===== src/rtl/truth_table_sequencer_pkg.sv =====
// Shared types and constants for the truth-table sequencer.
package truth_table_pkg;

    typedef enum logic [1:0] {
        IDLE = 2'd0,
        RUN  = 2'd1,
        DONE = 2'd2
    } tt_state_e;

    // Width of the settle counter; SETTLE must fit (0..15).
    localparam int SETTLE_W = 4;

    // Number of truth-table entries for an n-input function.
    function automatic int table_w(input int n);
        return 1 << n;
    endfunction

endpackage


===== src/rtl/truth_table_sequencer_if.sv =====
// Host/function-side bundle of the truth-table sequencer.
// slave: sequencer view; master: host + function-under-test view.
interface truth_table_sequencer_if #(
    parameter int N_IN = 3
);
    import truth_table_pkg::*;

    localparam int TW = table_w(N_IN);

    logic            start;
    logic [TW-1:0]   expected;
    logic [N_IN-1:0] fn_in;
    logic            fn_out;
    logic            busy;
    logic            done;
    logic [TW-1:0]   table_out;
    logic            pass;
    logic [N_IN-1:0] first_bad;
    logic [N_IN:0]   bad_count;

    modport slave (
        input  start, expected, fn_out,
        output fn_in, busy, done, table_out, pass, first_bad, bad_count
    );

    modport master (
        output start, expected, fn_out,
        input  fn_in, busy, done, table_out, pass, first_bad, bad_count
    );

endinterface


===== src/rtl/tt_settle_timer.sv =====
// Per-vector settle timer: counts while enabled, expires when the count
// reaches SETTLE, then restarts from 0 on the same edge.
module tt_settle_timer
    import truth_table_pkg::*;
#(
    parameter int SETTLE = 2
) (
    input  logic clk,
    input  logic reset,
    input  logic en,
    input  logic clear,
    output logic expire
);

    logic [SETTLE_W-1:0] cnt;

    assign expire = (cnt == SETTLE_W'(SETTLE));

    // Count settle cycles; wrap to 0 on expiry so the next vector starts fresh.
    always_ff @(posedge clk or posedge reset) begin
        if (reset)
            cnt <= '0;
        else if (clear || (en && expire))
            cnt <= '0;
        else if (en)
            cnt <= cnt + 1'b1;
    end

endmodule


===== src/rtl/truth_table_sequencer.sv =====
// Sweeps all 2^N_IN input vectors through a combinational function, captures
// its output into a truth table and compares against an expected mask.
// Optional feature macro: TT_SEQ_MISMATCH_LOG_EN (first_bad / bad_count).
module truth_table_sequencer
    import truth_table_pkg::*;
#(
    parameter int N_IN   = 3,
    parameter int SETTLE = 2
) (
    input  logic                      clk,
    input  logic                      reset,
    truth_table_sequencer_if.slave    bus
);

    localparam int TW = table_w(N_IN);

    tt_state_e       state, state_nx;
    logic [N_IN:0]   idx;
    logic [TW-1:0]   exp_q;
    logic [TW-1:0]   table_q;
    logic [TW-1:0]   table_nx;
    logic            pass_q;
    logic            expire;
    logic            capture;
    logic            last;
    logic            accept;

    wire [N_IN-1:0] idx_lo = idx[N_IN-1:0];

    assign accept  = (state == IDLE) && bus.start;
    assign capture = (state == RUN) && expire;
    assign last    = (idx == (N_IN+1)'(TW-1));

    tt_settle_timer #(.SETTLE(SETTLE)) u_timer (
        .clk    (clk),
        .reset  (reset),
        .en     (state == RUN),
        .clear  (state != RUN),
        .expire (expire)
    );

    // State register.
    always_ff @(posedge clk or posedge reset) begin
        if (reset)
            state <= IDLE;
        else
            state <= state_nx;
    end

    // Next-state: IDLE -> RUN on start, RUN -> DONE after last capture, DONE lasts one cycle.
    always_comb begin
        state_nx = state;
        case (state)
            IDLE:    if (bus.start) state_nx = RUN;
            RUN:     if (capture && last) state_nx = DONE;
            DONE:    state_nx = IDLE;
            default: state_nx = IDLE;
        endcase
    end

    // Table with the bit being captured this edge merged in, so pass sees it.
    always_comb begin
        table_nx         = table_q;
        table_nx[idx_lo] = bus.fn_out;
    end

    // Sweep datapath: latch expected on accept, capture one bit per vector.
    always_ff @(posedge clk or posedge reset) begin
        if (reset) begin
            exp_q   <= '0;
            idx     <= '0;
            table_q <= '0;
            pass_q  <= 1'b0;
        end else if (accept) begin
            exp_q   <= bus.expected;
            idx     <= '0;
            table_q <= '0;
            pass_q  <= 1'b0;
        end else if (capture) begin
            table_q <= table_nx;
            if (last)
                pass_q <= (table_nx == exp_q);
            else
                idx <= idx + 1'b1;
        end
    end

`ifdef TT_SEQ_MISMATCH_LOG_EN
    logic [N_IN-1:0] first_bad_q;
    logic [N_IN:0]   bad_count_q;
    logic            miss;

    assign miss = (bus.fn_out != exp_q[idx_lo]);

    // Mismatch log: count differing captures, remember the lowest index.
    always_ff @(posedge clk or posedge reset) begin
        if (reset) begin
            first_bad_q <= '0;
            bad_count_q <= '0;
        end else if (accept) begin
            first_bad_q <= '0;
            bad_count_q <= '0;
        end else if (capture && miss) begin
            bad_count_q <= bad_count_q + 1'b1;
            if (bad_count_q == '0)
                first_bad_q <= idx_lo;
        end
    end

    assign bus.first_bad = first_bad_q;
    assign bus.bad_count = bad_count_q;
`else
    assign bus.first_bad = '0;
    assign bus.bad_count = '0;
`endif

    assign bus.fn_in     = (state == RUN) ? idx_lo : '0;
    assign bus.busy      = (state != IDLE);
    assign bus.done      = (state == DONE);
    assign bus.table_out = table_q;
    assign bus.pass      = pass_q;

endmodule


===== src/flat_wrapper.sv =====
// flat-port wrapper written by rule: the top's interface ports become plain ports
module truth_table_sequencer_flat import truth_table_pkg::*;
#(
    parameter int N_IN   = 3,
    parameter int SETTLE = 2
)
  (clk, reset, bus_start, bus_expected, bus_fn_out, bus_fn_in, bus_busy, bus_done, bus_table_out, bus_pass, bus_first_bad, bus_bad_count);
  truth_table_sequencer_if #(.N_IN(N_IN)) bus_i ();
  input  logic clk;
  input  logic reset;
  input wire logic [$bits(bus_i.start)-1:0] bus_start;
  input wire logic [$bits(bus_i.expected)-1:0] bus_expected;
  input wire logic [$bits(bus_i.fn_out)-1:0] bus_fn_out;
  output wire logic [$bits(bus_i.fn_in)-1:0] bus_fn_in;
  output wire logic [$bits(bus_i.busy)-1:0] bus_busy;
  output wire logic [$bits(bus_i.done)-1:0] bus_done;
  output wire logic [$bits(bus_i.table_out)-1:0] bus_table_out;
  output wire logic [$bits(bus_i.pass)-1:0] bus_pass;
  output wire logic [$bits(bus_i.first_bad)-1:0] bus_first_bad;
  output wire logic [$bits(bus_i.bad_count)-1:0] bus_bad_count;
  assign bus_i.start = bus_start;
  assign bus_i.expected = bus_expected;
  assign bus_i.fn_out = bus_fn_out;
  assign bus_fn_in = bus_i.fn_in;
  assign bus_busy = bus_i.busy;
  assign bus_done = bus_i.done;
  assign bus_table_out = bus_i.table_out;
  assign bus_pass = bus_i.pass;
  assign bus_first_bad = bus_i.first_bad;
  assign bus_bad_count = bus_i.bad_count;
  truth_table_sequencer #(.N_IN(N_IN), .SETTLE(SETTLE)) u_core (.clk(clk), .reset(reset), .bus(bus_i));
endmodule

===== config.mk =====
export PLATFORM = sky130hd
export DESIGN_NAME = truth_table_sequencer_flat
export DESIGN_NICKNAME = d
export VERILOG_FILES = /design/src/rtl/truth_table_sequencer_pkg.sv /design/src/rtl/truth_table_sequencer_if.sv /design/src/rtl/tt_settle_timer.sv /design/src/rtl/truth_table_sequencer.sv /design/src/flat_wrapper.sv
export SDC_FILE = /design/constraint.sdc
export NUM_CORES = 1
export LEC_CHECK = 0
export CAP_MARGIN = 0
export CORE_MARGIN = 10
export CORE_UTILIZATION = 30
export CTS_CLUSTER_SIZE = 40
export DETAILED_ROUTE_END_ITERATION = 10
export GPL_ROUTABILITY_DRIVEN = 0
export GPL_TIMING_DRIVEN = 0
export PLACE_DENSITY = 0.62
export SYNTH_ARGS = -nofsm -noshare
export SYNTH_HDL_FRONTEND = slang
export SYNTH_HIERARCHICAL = 1
export SYNTH_SLANG_ARGS = --single-unit

===== constraint.sdc =====
create_clock -name clk -period 2.4 [get_ports clk]
set_input_delay 0.36 -clock clk [delete_from_list [all_inputs] [get_ports clk]]
set_output_delay 0.36 -clock clk [all_outputs]
set_load 0.05 [all_outputs]

* Word-level counts from Yosys, hierarchy flattened
Index checks and enable logic that the tools add are counted.
Storage, ports and cells: register bits 27, input port bits 12, output and inout port bits 21, word-level logic and storage cells 49
Cells by class: add/sub/neg operators 2, magnitude comparators 2, equality and inequality tests 9, multiplexer cells 17, reductions and logical operators 13
Operator list (count):
- $mux 4 | 5
- $mux 8 | 2
- $add 4x1->4 const B | 2
- $bwmux 8 | 1
- $eq 8x8->1 | 1
- $reduce_bool 2->1 | 4
- $reduce_and 2->1 | 3
- $eq 4x2->1 const B | 1
- $eq 4x3->1 const B | 1
- $logic_and 1x1->1 | 4
- $lt 3x4->1 const B | 1
- $mux 1 | 4
- $mux 2 | 2
- $ne 2x1->1 const B | 2
- $ne 2x2->1 const B | 2
- $pmux 2 s2 | 1
- $demux 1 s3 | 1
- $ge 3x1->1 const B | 1
- $mux 3 | 1
- $eq 2x1->1 const B | 1
- $eq 2x2->1 const B | 1
- $logic_not 2->1 | 1
- $logic_or 1x1->1 | 1

* Logic depth before layout (Yosys ltp)
Gate-level depths: netlist of the first run.
depth in word-level cells 9, gate-level depth with buffers 9, gate-level depth less buffers 8

* Hierarchy
The synthesis of the first run kept the hierarchy.
By module, submodules not included:
- truth_table_sequencer | instances 1, cells each 158, area each 1402.6 µm²
- tt_settle_timer | instances 1, cells each 23, area each 254.0 µm²

* Worst setup path before layout of the first run
No wires, ideal clock.
path kind register to register, start point reg u_core.u_timer.cnt[0], end point reg u_core.idx[3], setup time 131 ps, arrival 1603 ps, required time 2269 ps, setup slack 665 ps, stages on the path, launching flop included 10, path through dfrtp_1 -> inv_1 -> ha_1 -> nor3b_2 -> and3b_1 -> buf_2 -> nand2_1 -> nor2_1 -> xnor2_1 -> nor2_1
Between the ends: longest elaborated chain between the ends 4
Ends and longest elaborated chain:
- start, declared | line tt_settle_timer.sv:15 | logic [SETTLE_W-1:0] cnt;
- start signal, assigned | line tt_settle_timer.sv:26 | cnt <= cnt + 1'b1;
- $eq 4x2->1 | line tt_settle_timer.sv:17 | assign expire = (cnt == SETTLE_W'(SETTLE));
- net u_core.expire | line truth_table_sequencer.sv:23 | logic expire;
- $logic_and 1x1->1 | line truth_table_sequencer.sv:31 | assign capture = (state == RUN) && expire;
- $reduce_bool 2->1 (no line)
- $reduce_and 2->1 (no line)
- end signal, assigned | line truth_table_sequencer.sv:84 | idx <= idx + 1'b1;
- end, declared | line truth_table_sequencer.sv:18 | logic [N_IN:0] idx;
The timed path passes the listed nets, and every way through them passes these cells. A chain may end at the register's enable or synchronous reset.

* Final worst setup path of the first run
Ends and elaborated chain as after synthesis.

==> results of run 1 <==
==> routing by layer <==
layer | global-route usage | routed length [µm]
met1 | 0.117 | 1900
met2 | 0.149 | 1830
met3 | 0.0304 | 257
met4 | 0.0114 | 13
met5 | 0 | 0
==> where the power goes <==
part           switching, µW  internal, µW
clock                    140           119
combinational            782           517
sequential               167           615
==> stage by stage <==
step	util	cell area, µm²	hold WS (ns)	setup slack [ns]	total power, µW
5_1_grt	0.396	2070	0.319	0.160	2530
4_1_cts	0.394	2060	0.303	0.00249	2360
6_report	0.396	2070	0.302	0.335	2340
3_5_place_dp	0.385	2020	0.514	0.110	2090
3_3_place_gp	0.385	2020	0.506	0.125	2060
2_1_floorplan	-	1680	0.126	0.665	1740
==> sequential cells by signal (all words and copies together) (netlist names) <==
| name | flops |
|---|---|
| u_core/idx | 4 |
| u_core/bus.pass | 1 |
| u_core/state | 2 |
| u_core/exp_q | 8 |
| u_core/bus.table_out | 8 |
| u_core/u_timer/cnt | 4 |
==> cell usage in the layout, fill, tap and decap left out, types with 6 or more instances in the layout <==
master / Yosys / layout
nand2_1: 29 / 29
dfrtp_1: 27 / 27
clkdlybuf4s50_1: 0 / 22
inv_1: 12 / 12
o21ai_0: 10 / 10
buf_4: 10 / 10
a21oi_1: 7 / 7
nor3b_1: 7 / 7
conb_1: 1 / 7
nor2_1: 6 / 6
==> area by class of cell <==
type | instances | area, µm² | area share
Multi-Input combinational cell | 134 | 870 | 0.420
Timing Repair Buffer | 25 | 258 | 0.124
Tap cell | 70 | 87.6 | 0.0423
Sequential cell | 27 | 676 | 0.326
Inverter | 12 | 45.0 | 0.0217
Buffer | 14 | 91.3 | 0.0441
Clock buffer | 4 | 45.0 | 0.0217
==> how the worst max path moves through the flow <==
stage | slack (ns) | cells after the start | end
CTS | 0.002 | 3 | bus_fn_in[0]
detailed placement | 0.11 | 3 | bus_fn_in[2]
global route | 0.16 | 8 | u_core/bus.pass
floorplan | 0.67 | 9 | u_core/idx[3]
finish | 0.34 | 9 | u_core/idx[3]
global placement | 0.12 | 3 | bus_fn_in[0]
==> cells by family after synthesis <==
| group | Yosys count | share of synthesized area |
|---|---|---|
| other cells | 1 | 0.00226 |
| flops | 27 | 0.408 |
| simple gates | 79 | 0.284 |
| fa+ha+maj | 3 | 0.0227 |
| mux | 4 | 0.0249 |
| buf+inv | 26 | 0.0823 |
| compound gates | 35 | 0.144 |
| xor+xnor | 6 | 0.0317 |
==> timing repair <==
item,4_1_cts,5_1_grt
resized for setup,1,3
pin swaps,0,0
hold buffers,0,0
endpoints found under the setup margin,3,3
==> flow_summary.yaml, run 1 <==
synthesis:
  synth_commonest_cells: "nand2_1 (29), dfrtp_1 (27), inv_1 (12), buf_4 (10), o21ai_0 (10)"
  yosysWarnings: 6
  synth_flop_cell: "dfrtp_1"
  yosys-top-cells-area: "dfrtp_1 (41%), nand2_1 (6.6%), buf_4 (4.5%)"
  synthCells: 181
  synthMostInstantiatedCell: "nand2_1"
  synth.cell_area_mm2: 0.00166
  ys_seq_area_frac: 0.408
  ys_types: 46
  synth_top_area_cell: "dfrtp_1"
  synthArstFlopShare: 1.00
  ys_seq_elements: 27
  yosysTopAreaCellShare: 0.408
  synth_edf_count: 0
  avgSynthCellArea_um2: 9.15
clocking:
  clock_latency_ns: 0.27
  cts.sinks: 27
  cts_tree: "done"
  root_buffer: "clkbuf_8"
  cts_buffers: 3
  htree_levels: 1
  path_clk_slew_ns: 0.09
  post_cts_buffers: 0
  clockBufferDepth: 2
route:
  wire_per_inst_um: 14.0
  wl_mm: 3.99
  remaining_drc_errors: 0
  drtPass1Iterations: 4
  antenna_left: 0
  drt_first_iter_violations: 75
  vias_per_cell: 4.81
  routed-via-count: 1377
min_path:
  hold_class: "input port to async pin"
die:
  ios: 33
  die_h_um: 94.3
  die_w_um: 94.3
  dieArea_mm2: 0.00889
  fp-row-count: 26
  start_util: 0.316
  coreArea_mm2: 0.00524
timing:
  hold_violations: 0
  post-route-period-util: 0.860
  setup_viol: 0
  drv_slew: 0
  rsz0062_at_grt: "no"
  fin_skew_ns: 0.00498
  max_slew.worst_pin.slew_ns: 0.916
  setup_tns_ns: 0
  fin_crit_ns: 2.06
  max-slew-margin-rel: 0.389
  fmax_mhz: 484
global_routing:
  grt_use_total: 0.0914
  grt_pass1_wl_mm: 6.62
  antenna_found_initial: 0
  grt_remaining_overflow: 0
  grt_pass1_vias: 1375
  grt_max_degree: 24
worst_setup_path:
  reg2reg_from: "u_core/u_timer/cnt[0]"
  r2r-end: "u_core/idx[3]"
  crit_start: "u_core/u_timer/cnt[0]"
  worst-path-buf-inv: 2
  crit_family: "simple AND/OR/NAND/NOR gates"
  rrSetupSlack_ns: 0.34
  endpoint_kind: "register"
  cpMostUsedCell: "nor2_1"
  cp.arrival_ns: 2.21
  worst_setup_path_start_kind: "register"
  r2r.worst_path.cells: 9
  critPathSlowestCell: "dfrtp_1"
  path_class: "register to register"
  cpPeakStageDelay_ns: 0.43
  cp.required_ns: 2.55
  path_cells: "inv_1 > ha_1 > nor3b_2 > and3b_1 > buf_2 > nand2_1 > nor2_1 > xnor2_1 > nor2_1"
  critical_path.max_fanout: 10
status:
  outcome: "finished clean"
layout:
  nNetsFinal: 232
  fill_cells: 537
  num_antenna_cells: 0
  area_delta_synth_final_pct: 25.1
  fin_cells: 286
  drive_above_1_share: 0.111
flow_run:
  max_cap_viol_count: 0
place:
  dpl.hpwl_mm: 3.03
  dp_cells: 282
  port_buffers: 25
pwr:
  peakVddDrop_v: 0.000466
  power_density_mw_per_mm2: 1130
  power_leakage_uw: 0.000974
No activity file was read; power rests on OpenSTA's default activity.
==> run 2, diff against run 1 <==
==> constraint.sdc (replaced) <==
create_clock -name clk -period 2.4 [get_ports clk]
set_input_delay 0.36 -clock clk [delete_from_list [all_inputs] [get_ports clk]]
set_output_delay 0.36 -clock clk [all_outputs]
set_load 0.1 [all_outputs]
==> run 2 against run 1 <==
Compared with the run above:
- setup slack got worse by 0.23 ns
- power increased by 12%
- utilization decreased by 0.072 points
- sequential share of layout area increased by 0.059 points
- largest cell class unchanged
- sequential cell count unchanged
- combinational power increased by 21%
- final cell count unchanged
- sequential power about the same
- critical endpoint is now bus_done
- largest power group unchanged
- register-to-register slack about the same
==> flow_summary.yaml, run 2 (synthesized netlist as in run 1, its figures left out) <==
status:
  outcome: "finished clean"
clocking:
  clockBufferDepth: 2
  cts_buffers: 3
  cts.sinks: 27
  clock_latency_ns: 0.27
  cts_tree: "done"
  path_clk_slew_ns: 0.09
  root_buffer: "clkbuf_8"
  ctsHoldBuffers: 0
  htree_levels: 1
pwr:
  power_leakage_uw: 0.000933
  combPwrFrac: 0.602
  internal-power_uw: 1250
  clkPwrFrac: 0.099
  seq_power_share: 0.299
  swShare: 0.524
  power_density_mw_per_mm2: 1260
  peakVddDrop_v: 0.000522
  p_switching_uw: 1370
layout:
  fill_cells: 539
  nNetsFinal: 232
  area_delta_synth_final_pct: 24.8
  drive_above_1_share: 0.125
  num_antenna_cells: 0
  layout_common_cells: "nand2_1 (29), dfrtp_1 (27), clkdlybuf4s50_1 (22), inv_1 (12)"
  mostFrequentLayoutCell: "nand2_1"
  layout.core_utilization: 0.395
worst_setup_path:
  cp.required_ns: 2.04
  path_class: "register to output pin"
  endpoint_kind: "output pin"
  critical_path.max_fanout: 4
  r2r.worst_path.cells: 9
  cp.arrival_ns: 1.93
  worst_setup_path_start_kind: "register"
die:
  dieArea_mm2: 0.00889
  start_util: 0.316
  die_w_um: 94.3
  ios: 33
  coreArea_mm2: 0.00524
  fp-row-count: 26
  die_h_um: 94.3
route:
  drt_first_iter_violations: 69
  antenna_left: 0
  vias_per_cell: 4.83
  drtPass1Iterations: 4
  remaining_drc_errors: 0
  routed-via-count: 1380
  wire_per_inst_um: 13.9
  wl_mm: 3.98
place:
  dpl.hpwl_mm: 3.03
  port_buffers: 25
timing:
  post-route-period-util: 0.955
  fmax_mhz: 436
  max-slew-margin-rel: 0.346
  fin_skew_ns: 0.00504
  setup_viol: 0
  drv_slew: 0
  rsz0062_at_grt: "no"
  max_slew.worst_pin.slew_ns: 0.977
  hold_slack_ns: 0.302
  fin_crit_ns: 2.29
  hold_violations: 0
min_path:
  hold_class: "input port to async pin"
global_routing:
  antenna_found_initial: 0
  grt_use_total: 0.0914
  grt_pass1_wl_mm: 6.62
  grt_pass1_vias: 1374
  grt_max_degree: 24
  grt_remaining_overflow: 0
flow_run:
  max_cap_viol_count: 0
==> run 2: cell count changes in the layout (fill, tap and decap cells not counted), sizes merged <==
cell and delta:
clkdlybuf4s15 +3, dlymetal6s2s -3
==> run 2: final cells by class <==
class	instances	area (µm²)	share of cell area
multi-input cells	134	870	0.420
flip-flops and latches	27	676	0.327
repair buffers	25	254	0.123
plain buffers	14	91.3	0.0442
well taps	70	87.6	0.0423
clock buffers	4	45.0	0.0218
inverters	12	45.0	0.0218
==> run 2: power by group through the flow <==
stage               combinational [µW]  clock (µW)  sequential, µW
floorplan                         1000           0            1010
global placement                  1560           0             789
detailed placement                1580           0             792
CTS                               1580         270             784
global route                      1700         287             812
finish                            1570         259             782
==> run 2: through the flow <==
step / setup slack [ns] / instances / TNS, ns / cell area, µm² / total power [µW]
after floorplan: 0.318 / 187 / 0 / 1680 / 2010
after global placement: -0.207 / 282 / -0.616 / 2020 / 2340
after detailed placement: -0.222 / 282 / -0.662 / 2020 / 2370
after CTS: 0.0569 / 286 / 0 / 2070 / 2630
after global routing: 0.0129 / 286 / 0 / 2070 / 2800
final: 0.107 / 286 / 0 / 2070 / 2620
==> run 2: critical path, stage by stage (launching register included) <==
cell	delay (ns)
dfrtp_1	0.39
nor2b_1	0.14
clkdlybuf4s50_1	1.14
==> run 2: layer usage <==
metal / GRT usage / routed length, µm / up-vias
li1: - / - / 689
met1: 0.117 / 1910 / 656
met2: 0.149 / 1830 / 33
met3: 0.0304 / 226 / 2
met4: 0.0114 / 13 / 0
met5: 0 / 0 / -
==> run 2: path summary, 6_finish.rpt <==
check	start	to	slack, ns
worst max-delay path	u_core/state[1]	bus_done	0.11
worst min-delay path	reset	u_core/u_timer/cnt[0]	0.30
worst max register to register	u_core/u_timer/cnt[0]	u_core/idx[3]	0.35
worst min register to register	u_core/exp_q[2]	u_core/exp_q[2]	0.53
max in group asynchronous	reset	u_core/exp_q[1]	1.23
min in group clk	u_core/exp_q[2]	u_core/exp_q[2]	0.53
==> run 2: what timing repair did <==
action	in CTS	in global routing
buffers inserted	0	0
setup endpoints to repair	3	3
cloned	0	0
resized for setup	9	1
==> patch 1, RTL diff (settings of run 2) <==
`N_IN` is set to 3 in 3 places; all go to 5.
--- a/src/rtl/truth_table_sequencer_if.sv
+++ b/src/rtl/truth_table_sequencer_if.sv
@@ -1,7 +1,7 @@
 // Host/function-side bundle of the truth-table sequencer.
 // slave: sequencer view; master: host + function-under-test view.
 interface truth_table_sequencer_if #(
-    parameter int N_IN = 3
+    parameter int N_IN = 5
 );
     import truth_table_pkg::*;
 
--- a/src/rtl/truth_table_sequencer.sv
+++ b/src/rtl/truth_table_sequencer.sv
@@ -4,7 +4,7 @@
 module truth_table_sequencer
     import truth_table_pkg::*;
 #(
-    parameter int N_IN   = 3,
+    parameter int N_IN   = 5,
     parameter int SETTLE = 2
 ) (
     input  logic                      clk,
--- a/src/flat_wrapper.sv
+++ b/src/flat_wrapper.sv
@@ -1,7 +1,7 @@
 // flat-port wrapper written by rule: the top's interface ports become plain ports
 module truth_table_sequencer_flat import truth_table_pkg::*;
 #(
-    parameter int N_IN   = 3,
+    parameter int N_IN   = 5,
     parameter int SETTLE = 2
 )
   (clk, reset, bus_start, bus_expected, bus_fn_out, bus_fn_in, bus_busy, bus_done, bus_table_out, bus_pass, bus_first_bad, bus_bad_count);
Interface: changed (5 resized); port bits go from 33 to 87. No check against the original RTL was run, so the function may have changed too.
==> patch 1 against run 2 <==
Sequential cell count up 50; first-iteration DRC count rose to 4.8 times the old value; routed wire length rose to 4.1 times the old value; count of clock-buffer cells in the layout up 7; setup slack worse by 0.15 ns; sequential power up 70%; register-to-register slack worse by 0.39 ns; global-route usage up 5.9 points; area after synthesis rose to 2.9 times the old value; the run now ends with negative setup slack left; critical path type is now flip-flop to flip-flop; design area rose to 3.1 times the old value; total power up 10%.
==> patch 1: results (changes against run 2) <==
- Vias in the first global route: 4605 (was 1374)
- Non-clk invs: 17 (was 12)
- DR vias: 4433 (was 1380)
- WL/cell: 19.18 um (was 13.92 um)
- CTS buffer count: 9 (was 3)
- Final Skew: 0.004749 ns (was 0.005045 ns)
- Multi-input comb cells: 389 (was 134)
- First-pass GRT wire length: 25.73 mm (was 6.617 mm)
- Critical Path AT: 2.72 ns (was 1.93 ns)
- Total track usage: 0.1507 (was 0.09144)
- CP top delay family: compound AO/OA/AOI/OAI gates (was buffers and inverters)
- # fillers: 1623 (was 539)
- Failing checks: negative setup slack
- Tot Pwr: 2.878 mW (was 2.616 mW)
- Slowest-stage cell, CP: dfrtp_2 (was clkdlybuf4s50_1)
- Non-clock buffers, area share: 0.1904 (was 0.1670)
- DP Area: 0.005874 sq mm (was 0.002017 sq mm)
- Clk_lat worst skew: 0.34 ns (was 0.27 ns)
- Status: complete, but fails checks (was finished clean)
- Iteration-0 DRC Markers: 332 (was 69)
- Met1 Use GR: 0.1930 (was 0.1169)
- FF-to-FF Start: u_core/idx[0]$_DFFE_PP0P_ (was u_core/u_timer/cnt[0]$_DFFE_PP0P_)
- WL met3: 1.472 mm (was 226 um)
- H-tree levels: 3 (was 1)
- Area of the multi-input gates: 0.002689 sq mm (was 869.6 sq um)
- Largest net degree at the start of global routing: 41 (was 24)
- Setup WS post-layout: -0.04236 ns (was 0.1072 ns)
- Netlist cell types: 70 (was 46)
- Post-synth top cells: nand2_1 (115), dfrtp_1 (77), o21ai_0 (38) (was nand2_1 (29), dfrtp_1 (27), inv_1 (12))
- Slowest stage delay, CP: 0.46 ns (was 1.14 ns)
- Slew of the pin with the lowest slew margin: 1.002 ns (was 0.9774 ns)
- CTS Sinks: 77 (was 27)
- Signal buffers: 140 (was 39)
- Setup-failing EPs final: 1 (was 0)
- Placed cell count: 825 (was 282)
- Vias per inst: 5.215 (was 4.825)
- Setup TNS: -0.04236 ns (was 0 ns)
- Peak supply drop: 0.2793 mV (was 0.5220 mV)
- P_comb: 375 uW (was 1.57 mW)
- RR Endpoint: u_core/bus.pass$_DFFE_PP0P_ (was u_core/idx[3]$_DFFE_PP0P_)
==> patch 1: changes by cell type in the layout (fill, tap and decap cells not counted), sizes merged, moves of 12 or more <==
cell,change
nand2,+86
dfrtp,+50
clkbuf,+30
mux2i,+16
o21ai,+28
a22o,+12
clkdlybuf4s50,+46
xor2,+13
buf,+32
==> patch 1: repair_timing <==
action,CTS,global route
cloned,0,0
pin swaps,8,11
gates resized for setup,61,23
setup endpoints to repair,44,33
buffers inserted,9,5
hold buffers,0,0
==> patch 1: logic make-up (layout without fill, tap and decap cells) <==
| kind of cell | after synthesis | count (layout) | synth area share |
|---|---|---|---|
| DFF | 77 | 77 | 0.4020 |
| xor gates and xnor gates | 27 | 27 | 0.04933 |
| AOI/OAI and AO/OA | 95 | 95 | 0.1381 |
| and+or+nand+nor | 228 | 228 | 0.2709 |
| adders and majority gates | 6 | 6 | 0.01566 |
| muxes | 22 | 22 | 0.04672 |
| buffers and inverters | 67 | 168 | 0.07648 |
| other | 1 | 11 | 0.0007823 |
==> patch 2, RTL diff (flow settings as in run 2) <==
Made on the original files. The 3 states of `tt_state_e` get a one-hot encoding in 3 bits.
--- a/src/rtl/truth_table_sequencer_pkg.sv
+++ b/src/rtl/truth_table_sequencer_pkg.sv
@@ -1,10 +1,10 @@
 // Shared types and constants for the truth-table sequencer.
 package truth_table_pkg;
 
-    typedef enum logic [1:0] {
-        IDLE = 2'd0,
-        RUN  = 2'd1,
-        DONE = 2'd2
+    typedef enum logic [2:0] {
+        IDLE = 3'b001,
+        RUN  = 3'b010,
+        DONE = 3'b100
     } tt_state_e;
 
     // Width of the settle counter; SETTLE must fit (0..15).
Behaviour: no difference found for any inputs over 10 cycles, from zero or initial values and one cycle with reset high; not proved beyond that.
==> patch 2 against run 2 <==
Area after synthesis increased by 7.0%; sequential cell count increased by 1; register-to-register slack got worse by 0.15 ns; via count increased by 2.7%; setup slack got worse by 0.031 ns; utilization decreased by 0.38 points; design area increased by 6.0%; non-clock buffer count increased by 1; routed wire length increased by 3.8%; critical path type unchanged; highest routed layer unchanged.
Power is not compared: it rests on default switching activity, and its combinational part moved more than twofold at a synthesized area within 25%.
==> patch 2: results (changes against run 2) <==
- Largest net degree at the start of global routing: 25 (was 24)
- Post-synthesis mux area share: 0.09668 (was 0.02492)
- Synth area leaders: dfrtp_1 (38%), mux2_2 (5.7%), mux2i_1 (4.0%) (was dfrtp_1 (41%), nand2_1 (6.6%), buf_4 (4.5%))
- Vias per inst: 4.955 (was 4.825)
- Area fraction in compound gates after synthesis: 0.1299 (was 0.1443)
- Iteration-0 DRC Markers: 114 (was 69)
- Slowest stage delay, CP: 1.12 ns (was 1.14 ns)
- DRT Wirelength: 4.135 mm (was 3.982 mm)
- Max_slew headroom: 0.3450 (was 0.3463)
- Final Net Count: 230 (was 232)
- H-tree levels: 1 (unchanged)
- Post-DP HPWL: 3.209 mm (was 3.028 mm)
- Critical Path AT: 1.96 ns (was 1.93 ns)
- CP startpoint: u_core/state[2]$_DFFE_PP0P_ (was u_core/state[1]$_DFFE_PP0P_)
- Adder-Cell Fraction of Synth Area: 0.02117 (was 0.02266)
- Lkg Pwr: 0.9634 nW
- Root cell of the clock tree: clkbuf_8 (unchanged)
- CP Max Fanout: 4 (unchanged)
- Peak supply drop: between 0.8 and 0.9 mV
- Total track usage: 0.08499 (was 0.09144)
- XOR/XNOR share of the synthesized area: 0.01976 (was 0.03172)
- First-pass GRT wire length: 6.893 mm (was 6.617 mm)
- Share of synthesized registers carrying an async set or reset: 1.000 (unchanged)
- # fillers: 595 (was 539)
- Post-synthesis sequential area ratio: 0.3959 (was 0.4079)
- Pre-CTS setup slack: -0.5405 ns (was -0.2215 ns)
- Syn_area_per_cell: 9.905 sq um (was 9.152 sq um)
- Post-synth top cells: dfrtp_1 (27), nor2_1 (13), nand2_1 (10), o21ai_0 (10) (was nand2_1 (29), dfrtp_1 (27), inv_1 (12))
- CP top delay family: buffers and inverters (unchanged)
- Final Skew: 0.008535 ns (was 0.005045 ns)
- Initial antenna violation count: 0 (unchanged)
- Final Instance Count excl. Fillers: 286 (unchanged)
- Status: finished clean (unchanged)
- Netlist cell types: 52 (was 46)
- Share of layout cells above drive strength 1: 0.2103 (was 0.1250)
-- patch 2: cell types whose count changed after synthesis, moves of 3 or more --
cell,delta
nand2b_1,+4
nor2_1,+7
inv_1,-3
buf_6,+3
mux2_2,+8
mux2i_1,+4
a22o_1,-4
nand2_1,-19
clkbuf_1,-3
-- patch 2: kinds of logic after synthesis --
group                      count (synthesis)
and+or+nand+nor                           68
adders and majority gates                  3
DFF                                       28
xor gates and xnor gates                   4
buffers and inverters                     24
muxes                                     16
AOI/OAI and AO/OA                         35
other                                      1
-- patch 2: path summary, 6_finish.rpt --
path                                                     end  slack, ns  depth (start not counted)
max                                                 bus_busy       0.08                          3
min                        u_core/u_timer/cnt[1]$_DFFE_PP0P_       0.32                          2
max reg2reg                      u_core/bus.pass$_DFFE_PP0P_       0.20                          9
min reg2reg                      u_core/exp_q[6]$_DFFE_PP0N_       0.54                          1
max in group asynchronous        u_core/exp_q[2]$_DFFE_PP0N_       1.22                          2
min in group clk                 u_core/exp_q[6]$_DFFE_PP0N_       0.54                          1
-- patch 2: worst register-to-register path: stages, from the launching register on --
cell and delay [ns]:
dfrtp_1 0.43, inv_1 0.07, ha_1 0.14, nor3b_2 0.40, and4bb_2 0.33, buf_4 0.18, nand2_1 0.13, a31oi_1 0.17
o2111ai_1 0.13, o21ai_1 0.16
-- patch 2: cell type report --
cell class                      count  area [sq um]  share of cell area
Buffer                             15         116.4             0.05305
Clock buffer                        4         45.04             0.02054
Inverter                            9         33.78             0.01540
Multi-Input combinational cell    133         957.2              0.4364
Sequential cell                    28         701.9              0.3200
Tap cell                           72         90.09             0.04107
Timing Repair Buffer               25         249.0              0.1135
-- patch 2: what timing repair did --
action,CTS,global route
setup endpoints to repair,4,1
resized for setup,13,1
cloned,0,0
setup buffers,0,0
-- patch 2: routing by layer --
metal	up-vias	part of all wire	track usage	wire length, um
li1	703	-	-	-
met1	680	0.49	0.1142	2015
met2	32	0.46	0.1365	1921
met3	2	0.038	0.01065	156
met4	0	0.0099	0.02706	41
met5	-	0	0	0
-- patch 2: report_power, final --
| group | internal [mW] | switching (mW) |
|---|---|---|
| logic | 0.232 | 0.312 |
| registers | 0.567 | 0.103 |
| clock network | 0.119 | 0.141 |
-- patch 2: metrics by stage --
stage                     power (mW)  TNS, ns    util  area (sq um)  hold slack, ns
after floorplan                1.077        0       -          1803          0.1261
after global placement         1.200   -1.038  0.3822          2143          0.5157
after detailed placement       1.213   -1.131  0.3822          2143          0.5218
after CTS                      1.495        0  0.3907          2191          0.3137
after global routing           1.557        0  0.3911          2193          0.3283
final                          1.473        0  0.3911          2193          0.3166
